**src/rtl/uart_baud_ctrl_pkg.sv**
```systemverilog
// Shared types, supported baud constants and helpers for the baud controller.
package uart_baud_ctrl_pkg;

  typedef logic [16:0] baud_t;
  typedef logic [17:0] cnt_t;

  localparam baud_t BAUD_4800   = 17'd4800;
  localparam baud_t BAUD_9600   = 17'd9600;
  localparam baud_t BAUD_14400  = 17'd14400;
  localparam baud_t BAUD_19200  = 17'd19200;
  localparam baud_t BAUD_38400  = 17'd38400;
  localparam baud_t BAUD_57600  = 17'd57600;
  localparam baud_t BAUD_115200 = 17'd115200;
  localparam baud_t BAUD_128000 = 17'd128000;

  localparam logic [1:0] ERR_NONE  = 2'd0;
  localparam logic [1:0] ERR_UNSUP = 2'd1;
  localparam logic [1:0] ERR_DRAIN = 2'd2;
  localparam logic [1:0] ERR_LOCK  = 2'd3;

  typedef enum logic [2:0] {
    IDLE,
    DRAIN,
    RESET,
    LOCK,
    REVERT
  } baud_ctrl_state_t;

  function automatic logic is_supported_baud(baud_t baud);
    case (baud)
      BAUD_4800, BAUD_9600, BAUD_14400, BAUD_19200,
      BAUD_38400, BAUD_57600, BAUD_115200, BAUD_128000: return 1'b1;
      default: return 1'b0;
    endcase
  endfunction

  // Counters stick at all-ones instead of wrapping.
  function automatic cnt_t sat_inc(cnt_t c);
    return (c == '1) ? c : c + 18'd1;
  endfunction

endpackage

```
**src/rtl/uart_baud_ctrl_if.sv**
```systemverilog
// Host-side configuration port of the baud controller.
//
// Handshake: a request transfers on a rising clk edge where cfg_valid and
// cfg_ready are both high. The host holds cfg_baud stable while cfg_valid is
// high and cfg_ready is low; cfg_ready is high only while the controller is
// idle and requests are never queued. Each accepted request ends with exactly
// one single-cycle pulse of cfg_done or cfg_err; err_code is valid with
// cfg_err and holds until the next request is accepted.
interface uart_baud_ctrl_if;
  import uart_baud_ctrl_pkg::*;

  logic       cfg_valid;
  baud_t      cfg_baud;
  logic       cfg_ready;
  logic       cfg_done;
  logic       cfg_err;
  logic [1:0] err_code;

  modport master (
    output cfg_valid, cfg_baud,
    input  cfg_ready, cfg_done, cfg_err, err_code
  );

  modport slave (
    input  cfg_valid, cfg_baud,
    output cfg_ready, cfg_done, cfg_err, err_code
  );

endinterface

```
**src/rtl/uart_baud_ctrl.sv**
```systemverilog
// Runtime baud-rate controller: drains the link, re-syncs the tick generator,
// confirms both ticks resume, and falls back to the last good rate otherwise.
module uart_baud_ctrl
  import uart_baud_ctrl_pkg::*;
#(
  parameter int DEFAULT_BAUD  = 9600,
  parameter int RST_CYCLES    = 4,
  parameter int DRAIN_TIMEOUT = 200000,
  parameter int LOCK_TIMEOUT  = 16384
) (
  input  logic             clk,
  input  logic             rst,
  uart_baud_ctrl_if.slave  cfg,
  input  logic             tx_busy,
  input  logic             rx_busy,
  output logic             link_hold,
  output baud_t            gen_baud,
  output logic             gen_rst,
  input  logic             gen_tx_tick,
  input  logic             gen_rx_tick,
  output baud_t            cur_baud,
  output baud_ctrl_state_t state
);

  localparam baud_t DEF_BAUD  = baud_t'(DEFAULT_BAUD);
  localparam cnt_t  RST_LAST  = cnt_t'(RST_CYCLES - 1);
  localparam cnt_t  DRAIN_LIM = cnt_t'(DRAIN_TIMEOUT);
  localparam cnt_t  LOCK_LIM  = cnt_t'(LOCK_TIMEOUT);
  // The generator's internal max registers need two cycles after reset.
  localparam cnt_t  SETTLE    = 18'd2;

  baud_ctrl_state_t state_n;
  cnt_t       cnt, cnt_n, cnt_inc;
  baud_t      new_baud, new_baud_n, gen_baud_n, cur_baud_n;
  logic       gen_rst_n;
  logic       done_q, done_n, err_q, err_n;
  logic [1:0] err_code_q, err_code_n;
  logic       tx_seen, tx_seen_n, rx_seen, rx_seen_n;
  logic       settled;

  assign cnt_inc   = sat_inc(cnt);
  assign settled   = (cnt >= SETTLE);
  assign link_hold = (state != IDLE);

  assign cfg.cfg_ready = (state == IDLE);
  assign cfg.cfg_done  = done_q;
  assign cfg.cfg_err   = err_q;
  assign cfg.err_code  = err_code_q;

  // State and datapath registers; reset forces every output to its idle value.
  always_ff @(posedge clk) begin
    if (rst) begin
      state      <= IDLE;
      cnt        <= '0;
      new_baud   <= DEF_BAUD;
      gen_baud   <= DEF_BAUD;
      cur_baud   <= DEF_BAUD;
      gen_rst    <= 1'b0;
      done_q     <= 1'b0;
      err_q      <= 1'b0;
      err_code_q <= ERR_NONE;
      tx_seen    <= 1'b0;
      rx_seen    <= 1'b0;
    end else begin
      state      <= state_n;
      cnt        <= cnt_n;
      new_baud   <= new_baud_n;
      gen_baud   <= gen_baud_n;
      cur_baud   <= cur_baud_n;
      gen_rst    <= gen_rst_n;
      done_q     <= done_n;
      err_q      <= err_n;
      err_code_q <= err_code_n;
      tx_seen    <= tx_seen_n;
      rx_seen    <= rx_seen_n;
    end
  end

  // Next-state logic; the single cycle counter restarts on every state change.
  always_comb begin
    state_n    = state;
    cnt_n      = cnt_inc;
    new_baud_n = new_baud;
    gen_baud_n = gen_baud;
    cur_baud_n = cur_baud;
    done_n     = 1'b0;
    err_n      = 1'b0;
    err_code_n = err_code_q;
    tx_seen_n  = tx_seen;
    rx_seen_n  = rx_seen;

    unique case (state)
      IDLE: begin
        cnt_n     = '0;
        tx_seen_n = 1'b0;
        rx_seen_n = 1'b0;
        if (cfg.cfg_valid) begin
          new_baud_n = cfg.cfg_baud;
          err_code_n = ERR_NONE;
          if (!is_supported_baud(cfg.cfg_baud)) begin
            err_n      = 1'b1;
            err_code_n = ERR_UNSUP;
          end else if (cfg.cfg_baud == cur_baud) begin
            done_n = 1'b1;
          end else begin
            state_n = DRAIN;
          end
        end
      end
      DRAIN: begin
        if (!tx_busy && !rx_busy) begin
          state_n    = RESET;
          cnt_n      = '0;
          gen_baud_n = new_baud;
        end else if (cnt_inc >= DRAIN_LIM) begin
          state_n    = IDLE;
          err_n      = 1'b1;
          err_code_n = ERR_DRAIN;
        end
      end
      RESET: begin
        if (cnt == RST_LAST) begin
          state_n = LOCK;
          cnt_n   = '0;
        end
      end
      LOCK: begin
        tx_seen_n = tx_seen | (settled & gen_tx_tick);
        rx_seen_n = rx_seen | (settled & gen_rx_tick);
        // Success is checked first so a lock on the timeout cycle still commits.
        if (tx_seen_n && rx_seen_n) begin
          state_n    = IDLE;
          cur_baud_n = new_baud;
          done_n     = 1'b1;
        end else if (cnt_inc >= LOCK_LIM) begin
          state_n    = REVERT;
          cnt_n      = '0;
          gen_baud_n = cur_baud;
        end
      end
      REVERT: begin
        if (cnt == RST_LAST) begin
          state_n    = IDLE;
          err_n      = 1'b1;
          err_code_n = ERR_LOCK;
        end
      end
      default: state_n = IDLE;
    endcase

    gen_rst_n = (state_n == RESET) || (state_n == REVERT);
  end

endmodule
```
**src/flat_wrapper.sv**
```systemverilog
// flat-port wrapper written by rule: the top's interface ports become plain ports
module uart_baud_ctrl_flat import uart_baud_ctrl_pkg::*;
#(
  parameter int DEFAULT_BAUD  = 9600,
  parameter int RST_CYCLES    = 4,
  parameter int DRAIN_TIMEOUT = 200000,
  parameter int LOCK_TIMEOUT  = 16384
)
  (clk, rst, tx_busy, rx_busy, link_hold, gen_baud, gen_rst, gen_tx_tick, gen_rx_tick, cur_baud, state, cfg_cfg_valid, cfg_cfg_baud, cfg_cfg_ready, cfg_cfg_done, cfg_cfg_err, cfg_err_code);
  uart_baud_ctrl_if cfg_i ();
  input  logic clk;
  input  logic rst;
  input  logic tx_busy;
  input  logic rx_busy;
  output logic link_hold;
  output baud_t gen_baud;
  output logic gen_rst;
  input  logic gen_tx_tick;
  input  logic gen_rx_tick;
  output baud_t cur_baud;
  output baud_ctrl_state_t state;
  input wire logic [$bits(cfg_i.cfg_valid)-1:0] cfg_cfg_valid;
  input wire logic [$bits(cfg_i.cfg_baud)-1:0] cfg_cfg_baud;
  output wire logic [$bits(cfg_i.cfg_ready)-1:0] cfg_cfg_ready;
  output wire logic [$bits(cfg_i.cfg_done)-1:0] cfg_cfg_done;
  output wire logic [$bits(cfg_i.cfg_err)-1:0] cfg_cfg_err;
  output wire logic [$bits(cfg_i.err_code)-1:0] cfg_err_code;
  assign cfg_i.cfg_valid = cfg_cfg_valid;
  assign cfg_i.cfg_baud = cfg_cfg_baud;
  assign cfg_cfg_ready = cfg_i.cfg_ready;
  assign cfg_cfg_done = cfg_i.cfg_done;
  assign cfg_cfg_err = cfg_i.cfg_err;
  assign cfg_err_code = cfg_i.err_code;
  uart_baud_ctrl #(.DEFAULT_BAUD(DEFAULT_BAUD), .RST_CYCLES(RST_CYCLES), .DRAIN_TIMEOUT(DRAIN_TIMEOUT), .LOCK_TIMEOUT(LOCK_TIMEOUT)) u_core (.clk(clk), .rst(rst), .cfg(cfg_i), .tx_busy(tx_busy), .rx_busy(rx_busy), .link_hold(link_hold), .gen_baud(gen_baud), .gen_rst(gen_rst), .gen_tx_tick(gen_tx_tick), .gen_rx_tick(gen_rx_tick), .cur_baud(cur_baud), .state(state));
endmodule
```
**config.mk**
```make
export PLATFORM = sky130hd
export DESIGN_NAME = uart_baud_ctrl_flat
export DESIGN_NICKNAME = d
export VERILOG_FILES = /design/src/rtl/uart_baud_ctrl_pkg.sv /design/src/rtl/uart_baud_ctrl_if.sv /design/src/rtl/uart_baud_ctrl.sv /design/src/flat_wrapper.sv
export SDC_FILE = /design/constraint.sdc
export NUM_CORES = 1
export LEC_CHECK = 0
export CORE_ASPECT_RATIO = 2
export CORE_UTILIZATION = 55
export CTS_BUF_LIST = sky130_fd_sc_hd__clkbuf_8
export CTS_CLUSTER_SIZE = 10
export DETAILED_ROUTE_END_ITERATION = 7
export HOLD_SLACK_MARGIN = 0.15
export PLACE_DENSITY_LB_ADDON = 0.15
export SLEW_MARGIN = 5
export SYNTH_ARGS = -nofsm -noshare
export SYNTH_HDL_FRONTEND = slang
export SYNTH_SLANG_ARGS = --single-unit
```
**constraint.sdc**
```tcl
create_clock -name clk -period 3.5 [get_ports clk]
set_input_delay 0.7 -clock clk [delete_from_list [all_inputs] [get_ports clk]]
set_output_delay 0.7 -clock clk [all_outputs]
set_load 0.01 [all_outputs]
```
==> flow_metrics.py, run 1 <==
metrics = {
    "finish": {
        "drive_gt1_frac": 0.0892,
        "multi_input_area_sq_um": 2360,
        "regArea_sq_um": 1580,
        "fillCellCount": 619,
        "syn_to_final_growth_pct": 22.0,
        "n_antenna_cell": 0,
        "nets": 559,
    },
    "global_routing": {
        "antenna_found_initial": 0,
        "grt_use_total": 0.302,
        "gr-total-overflow": 0,
        "grt_pass1_wl_mm": 18.4,
        "grt_max_degree": 31,
        "grt_pass1_vias": 3838,
    },
    "routing": {
        "route.detailed.drc": 0,
        "avgViaCountPerCell": 6.09,
        "drt_pass1_iterations": 5,
        "drtIter0Drc": 195,
        "totalWireLength_mm": 11.4,
        "ant_nets": 0,
        "vias": 3839,
        "routedWlPerCell_um": 18.0,
    },
    "floorplan": {
        "pin_count": 68,
        "die_w_um": 63.4,
        "start_util": 0.570,
        "core_sq_um": 7270,
        "dieArea_sq_um": 7900,
        "placementRows": 44,
        "die_y_um": 125,
    },
    "yosys": {
        "synth_fp_nets": 504,
        "ys.flop_type": "dfxtp_1",
        "syn_inst": 478,
        "synth.cell_area_sq_um": 4140,
        "synth_edf_count": 0,
        "synth-seq-cells": 79,
        "async_reset_ff_frac": 0,
        "seq_area_frac_synth": 0.382,
        "yosysWarnings": 0,
        "synth_cell_types": 69,
        "syn_avg_cell_area_sq_um": 8.66,
    },
    "critical_path": {
        "worstPathArrival_ps": 3230,
        "crit_end": "u_core.cnt[1]",
        "critPathMaxFanout": 14,
        "end_kind": "flop",
        "critPathLaunch": "u_core.cnt[1]",
        "worstRegToRegCells": 8,
        "r2r_slack_ps": 550,
        "cp.required_ps": 3780,
        "worstSetupPathType": "flop to flop",
        "r2r-end": "u_core.cnt[1]",
        "startpoint_type": "flop",
        "r2r-start": "u_core.cnt[1]",
    },
    "placement": {
        "place_congestion": 0.903,
        "io_buffers": 67,
        "dp_hpwl_mm": 8.47,
    },
    "timing": {
        "hold_viol_final": 0,
        "setup_tns_ps": 0,
        "final_max_slew_viol_count": 0,
        "worst_pin_slew_ps": 588,
        "rsz0062_at_grt": "no",
        "fin_crit_sh": 0.842,
        "setup_viol": 0,
        "period_needed_ps": 2950,
        "slew_headroom": 0.607,
        "skew_ps": 6.84,
        "fmax_mhz": 339,
    },
    "clocking": {
        "root_buffer": "clkbuf_8",
        "clk_pin_slew_ps": 80,
        "cts_max_level": 3,
        "ctsResizeCount": 0,
        "cts_tree": "built",
        "cts.path.max_buffers": 2,
        "cts_made_buffers": 9,
        "numClockSinks": 79,
        "insertion_delay_ps": 370,
        "post_cts_buffers": 0,
        "ctsHoldBuffers": 0,
    },
    "outcome": {
        "status": "complete, no violations",
    },
    "min_path": {
        "hold_class": "flop to flop",
        "hold_start": "u_core.new_baud[14]",
    },
    "pwr": {
        "leakage_nw": 1.87,
        "ir_drop_mv": 0.333,
        "pwr-share-seq": 0.555,
        "swShare": 0.242,
        "p_sw_uw": 403,
        "power_frac_comb": 0.074,
        "clkPwrFrac": 0.371,
        "internal_power_mw": 1.26,
        "cellPowerDensity_nw_per_um2": 329,
        "totalPowerFinal_mw": 1.66,
    },
    "run": {
        "maxCapViolations": 0,
    },
}
-- layout make-up --
class | instances | area share
inverter | 6 | 0.00446
clock buffer | 11 | 0.0300
sequential | 79 | 0.313
clock inverter | 5 | 0.00496
timing repair buffer | 83 | 0.157
tap | 92 | 0.0228
multi-input combinational | 354 | 0.468
-- cells in the final DEF (no fill, tap or decap), types with 4 or more instances in the layout --
cell / n
dfxtp_1: 79
clkdlybuf4s50_1: 67
nand2_1: 52
nor2_1: 38
a21oi_1: 33
mux2i_1: 32
o21ai_0: 22
xor2_1: 16
buf_4: 16
nand3_1: 15
nor3_1: 14
o311a_1: 14
xnor2_1: 12
nor4_1: 11
clkbuf_8: 11
inv_1: 7
nand4_1: 7
a211oi_1: 7
nand4b_1: 4
or3_1: 4
mux2_2: 4
-- registers in the layout (all words and copies together), names as in the netlist, 2 cells and up --
signal and cells:
u_core.cfg.err_code 2, u_core.cur_baud 17, u_core.cnt 18, u_core.new_baud 17, u_core.gen_baud 17, u_core.state 3
-- worst max-delay path, cell delays in order (launching register included) --
cell	delay, ps
dfxtp_1	440
ha_1	320
nand2_1	140
o41a_1	420
a311oi_1	280
nand3_1	210
or3_1	400
a21o_1	370
a211oi_1	280
-- cells in the mapped netlist, drive strengths merged (4+ instances only) --
| master | number | area share |
|---|---|---|
| nor3 | 15 | 0.018 |
| mux2 | 4 | 0.011 |
| a21oi | 33 | 0.040 |
| buf | 15 | 0.023 |
| nand4b | 4 | 0.0085 |
| or3 | 6 | 0.011 |
| nand2 | 52 | 0.047 |
| nor2 | 38 | 0.034 |
| o311a | 14 | 0.034 |
| nand3 | 16 | 0.022 |
| a211oi | 7 | 0.013 |
| xnor2 | 12 | 0.025 |
| o21ai | 23 | 0.028 |
| nand4 | 8 | 0.016 |
| mux2i | 32 | 0.077 |
| clkbuf | 24 | 0.022 |
| inv | 5 | 0.0045 |
| xor2 | 16 | 0.034 |
| nor4 | 12 | 0.018 |
| dfxtp | 79 | 0.38 |
-- power groups by stage --
stage | clock (mW) | sequential (mW) | combinational [mW]
CTS | 0.627 | 0.921 | 0.122
finish | 0.616 | 0.922 | 0.123
floorplan | 0 | 0.941 | 0.0621
detailed placement | 0 | 0.942 | 0.121
global route | 0.668 | 0.924 | 0.133
global placement | 0 | 0.941 | 0.118
-- through the flow --
stage | cells | hold slack [ps] | area, sq um | util | worst slack, ps
final | 630 | 473 | 5050 | 0.695 | 554
after global routing | 630 | 507 | 5050 | 0.695 | 241
after CTS | 630 | 476 | 5050 | 0.695 | 542
after detailed placement | 614 | 466 | 4870 | 0.671 | 313
after global placement | 614 | 455 | 4870 | 0.671 | 383
after floorplan | 478 | 449 | 4140 | - | 988
-- per-layer routing --
layer	routed length [um]	up-vias	track usage
li1	-	1855	-
met4	505	0	0.206
met2	6400	106	0.568
met1	4060	1843	0.281
met5	0	-	0
met3	404	35	0.0531
-- worst min-delay path by stage --
stage	end	slack [ps]	depth (start not counted)
6_report	u_core.new_baud[14]	470	2
5_1_grt	u_core.new_baud[14]	510	2
4_1_cts	u_core.new_baud[14]	480	2
3_5_place_dp	u_core.new_baud[14]	470	2
3_3_place_gp	u_core.new_baud[9]	450	2
2_1_floorplan	u_core.new_baud[0]	450	2
-- cells by family (layout without fill, tap and decap cells) --
logic type               after synthesis  after routing  share of synthesized area
adder cells (fa/ha/maj)                2              2                    0.00604
XOR/XNOR                              28             28                     0.0592
buffers and inverters                 45            105                     0.0499
flip-flops                            79             79                      0.382
multiplexers                          36             36                     0.0882
AND/OR/NAND/NOR                      175            175                      0.221
AO/OA/AOI/OAI                        113            113                      0.194
(Power assumes the default switching activity.)
==> run 2: changes to the inputs <==
==> constraint.sdc (replaced) <==
create_clock -name clk -period 3 [get_ports clk]
set_input_delay 0.6 -clock clk [delete_from_list [all_inputs] [get_ports clk]]
set_output_delay 0.6 -clock clk [all_outputs]
set_load 0.01 [all_outputs]
==> run 2 against run 1 <==
Clock skew is 0.72 ps higher. Critical path type unchanged. Hold slack improved by 4.4 ps. First-iteration DRC count fell by 14%. Register-to-register slack worse by 270 ps. Worst setup slack worse by 270 ps.
==> flow_metrics.py, run 2 (synthesized netlist as in run 1, its figures left out) <==
metrics = {
    "floorplan": {
        "die_w_um": 63.4,
        "die_y_um": 125,
        "pin_count": 68,
        "core_sq_um": 7270,
        "start_util": 0.570,
        "dieArea_sq_um": 7900,
        "placementRows": 44,
    },
    "global_routing": {
        "gr-total-overflow": 0,
        "grt_pass1_vias": 3992,
        "grt_max_degree": 31,
        "antenna_found_initial": 0,
        "grt_use_total": 0.306,
        "grt_pass1_wl_mm": 18.9,
    },
    "min_path": {
        "whs_path_depth": 2,
        "hold_start": "u_core.new_baud[14]",
        "hold_class": "flop to flop",
        "whs_endpoint": "u_core.new_baud[14]",
    },
    "timing": {
        "hold_viol_final": 0,
        "period_needed_ps": 2720,
        "final_max_slew_viol_count": 0,
        "fmax_mhz": 368,
        "fin_crit_sh": 0.906,
        "setup_tns_ps": 0,
        "rsz0062_at_grt": "no",
        "slew_headroom": 0.600,
        "worst_pin_slew_ps": 598,
        "skew_ps": 7.56,
        "setup_viol": 0,
    },
    "routing": {
        "drt_pass1_iterations": 4,
        "drtIter0Drc": 168,
        "totalWireLength_mm": 11.8,
        "route.detailed.drc": 0,
        "ant_nets": 0,
        "vias": 3947,
        "routedWlPerCell_um": 18.2,
        "avgViaCountPerCell": 6.10,
    },
    "critical_path": {
        "slowest_stage": "dfxtp_1",
        "worstPathArrival_ps": 2990,
        "r2r_slack_ps": 280,
        "slowest_delay_ps": 590,
        "startpoint_type": "flop",
        "r2r-start": "u_core.cnt[8]",
        "worstRegToRegCells": 7,
        "critPathMaxFanout": 14,
        "r2r-end": "u_core.cnt[1]",
        "end_kind": "flop",
        "cp.required_ps": 3270,
        "crit_buf_inv": 0,
        "worstSetupPathType": "flop to flop",
        "path_cells": "nand3_4, or3_4, o21ai_0, nand3_1, or3_1, a21o_2, a211oi_1",
        "cp_top_family": "simple AND/OR/NAND/NOR gates",
    },
    "outcome": {
        "status": "complete, no violations",
    },
    "clocking": {
        "post_cts_buffers": 0,
        "cts.path.max_buffers": 2,
        "insertion_delay_ps": 350,
        "root_buffer": "clkbuf_8",
        "cts_tree": "built",
        "numClockSinks": 79,
        "cts_made_buffers": 9,
        "cts_max_level": 3,
        "clk_pin_slew_ps": 80,
        "ctsHoldBuffers": 0,
    },
    "pwr": {
        "ir_drop_mv": 0.391,
        "leakage_nw": 1.96,
        "cellPowerDensity_nw_per_um2": 391,
    },
    "placement": {
        "dp_hpwl_mm": 8.96,
        "io_buffers": 67,
        "place_congestion": 0.934,
        "dp.cells": 631,
    },
    "finish": {
        "drive_gt1_frac": 0.123,
        "fillCellCount": 616,
        "nets": 576,
        "fin_cells": 647,
        "n_antenna_cell": 0,
        "syn_to_final_growth_pct": 26.1,
        "largest_reg_flops": 18,
        "top_register": "u_core.cnt",
        "layout_commonest_cell": "dfxtp_1",
        "mostFrequentLayoutCells": "79 x dfxtp_1, 67 x clkdlybuf4s50_1, 52 x nand2_1",
    },
    "run": {
        "maxCapViolations": 0,
    },
}
run 2: cell types whose count changed in the layout (fill, tap and decap cells not counted), sizes merged:
cell,change
buf,+17
bufinv,+1
clkinv,+1
inv,-2
run 2: worst max-delay path by stage:
stage                           to  slack (ps)            start  cells past startpoint
global route         u_core.cnt[8]         110    u_core.cnt[8]                      7
global placement    u_core.gen_rst          80  cfg_cfg_baud[6]                      8
finish               u_core.cnt[1]         280    u_core.cnt[8]                      7
CTS                  u_core.cnt[1]         210    u_core.cnt[0]                      8
floorplan           u_core.gen_rst         490    u_core.cnt[1]                      8
detailed placement  u_core.gen_rst          30  cfg_cfg_baud[6]                      8
run 2: routing by layer:
metal / wire length (um) / global-route usage / vias to the layer above
met5: 0 / 0 / -
met4: 656 / 0.205 / 0
met3: 438 / 0.0495 / 45
met2: 6800 / 0.596 / 130
met1: 3880 / 0.269 / 1886
li1: - / - / 1886
run 2: power by group:
group          total (mW)  internal [mW]  switching, mW
clock network       0.818          0.428          0.390
logic               0.150         0.0735         0.0768
registers            1.08           1.06         0.0115
total                2.04           1.57          0.478
run 2: timing repair:
action                                  CTS  global route
hold endpoints to repair                  0             0
endpoints found under the setup margin    0            14
resized for setup                         0             1
run 2: tightest hold or removal path, stage by stage (launching register included):
cell and delay (ps):
dfxtp_1 320, nand2_1 50, a21oi_1 60
run 2: layout make-up:
type                            count  area, sq um  share of cell area
Tap cell                           92          115              0.0220
Sequential cell                    79         1580               0.303
Timing Repair Buffer              100          931               0.178
Clock inverter                      5         56.3              0.0108
Clock buffer                       11          151              0.0290
Multi-Input combinational cell    354         2360               0.453
Inverter                            6         22.5             0.00431
run 2: through the flow:
stage	area, sq um	hold slack [ps]	setup slack [ps]	util	total power, mW
CTS	5220	478	206	0.718	2.06
global placement	5010	455	77.3	0.690	1.24
finish	5220	478	281	0.719	2.04
global route	5220	504	113	0.719	2.12
detailed placement	5010	465	27.9	0.690	1.25
floorplan	4140	449	488	-	1.17
==> run 3: changes to the inputs <==
--- a/config.mk
+++ b/config.mk
@@ -5,11 +5,10 @@
 export SDC_FILE = /design/constraint.sdc
 export NUM_CORES = 1
 export LEC_CHECK = 0
-export CORE_ASPECT_RATIO = 2
 export CORE_UTILIZATION = 55
 export CTS_BUF_LIST = sky130_fd_sc_hd__clkbuf_8
-export CTS_CLUSTER_SIZE = 10
 export DETAILED_ROUTE_END_ITERATION = 7
+export DONT_BUFFER_PORTS = 1
 export HOLD_SLACK_MARGIN = 0.15
 export PLACE_DENSITY_LB_ADDON = 0.15
 export SLEW_MARGIN = 5
==> run 3 against run 2 <==
Global-route usage is 4.0 points lower. First-iteration DRC count fell by 6.5%. Worst setup slack got worse by 28 ps. Wire length down 14%. Fmax shrank 1.0%. Critical path depth is 1 higher. Clock skew up 1.3 ps. Hold slack worse by 180 ps. Critical endpoint unchanged.
==> flow_metrics.py, run 3 (synthesized netlist as in run 1, its figures left out) <==
metrics = {
    "critical_path": {
        "r2r-end": "u_core.cnt[1]",
        "r2r-start": "u_core.cnt[1]",
        "crit_end": "u_core.cnt[1]",
        "end_kind": "flop",
        "worstPathArrival_ps": 3030,
        "cp.required_ps": 3280,
        "path_cells": "ha_2, nand2_1, o41a_1, a311oi_1, nand3_1, or3_1, a21o_2, a211oi_1",
        "worstRegToRegCells": 8,
        "crit_buf_inv": 0,
        "slowest_stage": "dfxtp_1",
        "r2r_slack_ps": 250,
        "critPathMaxFanout": 14,
        "worstSetupPathType": "flop to flop",
        "cp_top_family": "compound AO/OA/AOI/OAI gates",
        "slowest_delay_ps": 470,
        "critPathLaunch": "u_core.cnt[1]",
        "worst-path-stages": 8,
        "startpoint_type": "flop",
    },
    "finish": {
        "n_antenna_cell": 0,
        "multi_input_area_sq_um": 2370,
        "mostFrequentLayoutCells": "79 x dfxtp_1, 52 x nand2_1, 38 x nor2_1",
        "fin_util": 0.602,
        "top_register": "u_core.cnt",
        "largest_reg_flops": 18,
        "nets": 484,
        "fillCellCount": 637,
        "layout_commonest_cell": "dfxtp_1",
        "drive_gt1_frac": 0.0950,
        "syn_to_final_growth_pct": 5.38,
        "regArea_sq_um": 1580,
    },
    "routing": {
        "vias": 3509,
        "avgViaCountPerCell": 6.24,
        "route.detailed.drc": 0,
        "routedWlPerCell_um": 18.0,
        "totalWireLength_mm": 10.1,
        "ant_nets": 0,
        "drt_pass1_iterations": 4,
        "drtIter0Drc": 157,
    },
    "timing": {
        "slew_headroom": 0.513,
        "skew_ps": 8.88,
        "period_needed_ps": 2750,
        "rsz0062_at_grt": "no",
        "hold_viol_final": 0,
        "setup_viol": 0,
        "setup_tns_ps": 0,
        "fin_crit_sh": 0.916,
        "final_max_slew_viol_count": 0,
        "fmax_mhz": 364,
        "worst_pin_slew_ps": 726,
    },
    "clocking": {
        "root_buffer": "clkbuf_8",
        "cts_max_level": 3,
        "clk_pin_slew_ps": 90,
        "cts_made_buffers": 9,
        "post_cts_buffers": 0,
        "numClockSinks": 79,
        "cts_tree": "built",
        "cts.path.max_buffers": 2,
        "insertion_delay_ps": 370,
    },
    "floorplan": {
        "core_sq_um": 7250,
        "start_util": 0.571,
        "dieArea_sq_um": 7880,
        "die_y_um": 88.8,
        "pin_count": 68,
        "die_w_um": 88.8,
        "placementRows": 31,
    },
    "placement": {
        "dp_hpwl_mm": 7.25,
        "place_congestion": 0.953,
        "io_buffers": 0,
    },
    "global_routing": {
        "grt_pass1_vias": 3261,
        "grt_use_total": 0.266,
        "grt_pass1_wl_mm": 15.9,
        "antenna_found_initial": 0,
        "gr-total-overflow": 0,
        "grt_max_degree": 38,
    },
    "outcome": {
        "status": "complete, no violations",
    },
    "pwr": {
        "ir_drop_mv": 0.280,
        "leakage_nw": 1.58,
        "cellPowerDensity_nw_per_um2": 454,
    },
    "run": {
        "maxCapViolations": 0,
    },
    "min_path": {
        "hold_class": "input pin to flop",
    },
}
run 3: changes by cell type in the layout (fill, tap and decap cells not counted), sizes merged:
cell and change:
clkdlybuf4s50 -67, buf -25, inv +3, clkbuf -2, clkinv -1
run 3: final cells by class:
type                    count  area share
clock inverters             7      0.0178
clock buffers               9      0.0284
repair buffers              8      0.0138
well taps                  99      0.0284
inverters                   6     0.00516
flip-flops and latches     79       0.362
multi-input cells         354       0.544
run 3: worst min path at each step:
stage | from | endpoint | slack [ps] | depth (start not counted)
after floorplan | u_core.new_baud[0] | u_core.new_baud[0] | 450 | 2
after global placement | u_core.new_baud[3] | u_core.new_baud[3] | 450 | 2
after detailed placement | u_core.new_baud[3] | u_core.new_baud[3] | 460 | 2
after CTS | rst | u_core.state[0] | 290 | 1
after global routing | rst | u_core.new_baud[3] | 280 | 1
final | rst | u_core.state[0] | 290 | 1
run 3: stage by stage:
stage	std cells	power (mW)	cell area (sq um)	setup slack (ps)	hold slack, ps
2_1_floorplan	478	1.17	4140	488	449
3_3_place_gp	546	1.17	4150	257	450
3_5_place_dp	546	1.17	4150	198	459
4_1_cts	562	1.98	4350	184	287
5_1_grt	562	2.04	4360	22.5	285
6_report	562	1.98	4360	253	295
run 3: repair_timing:
action | 4_1_cts | 5_1_grt
hold buffers | 0 | 0
resized for setup | 0 | 3
setup endpoints to repair | 0 | 18
run 3: power breakdown:
group	internal [mW]	switching (mW)
clock network	0.393	0.436
logic	0.0339	0.0399
registers	1.06	0.0133
run 3: metal layers:
| layer | vias to the layer above | GRT usage | routed length, um | part of all wire |
|---|---|---|---|---|
| li1 | 1709 | - | - | - |
| met1 | 1697 | 0.340 | 4390 | 0.43 |
| met2 | 85 | 0.432 | 4890 | 0.48 |
| met3 | 18 | 0.0504 | 613 | 0.061 |
| met4 | 0 | 0.125 | 234 | 0.023 |
| met5 | - | 0 | 0 | 0 |
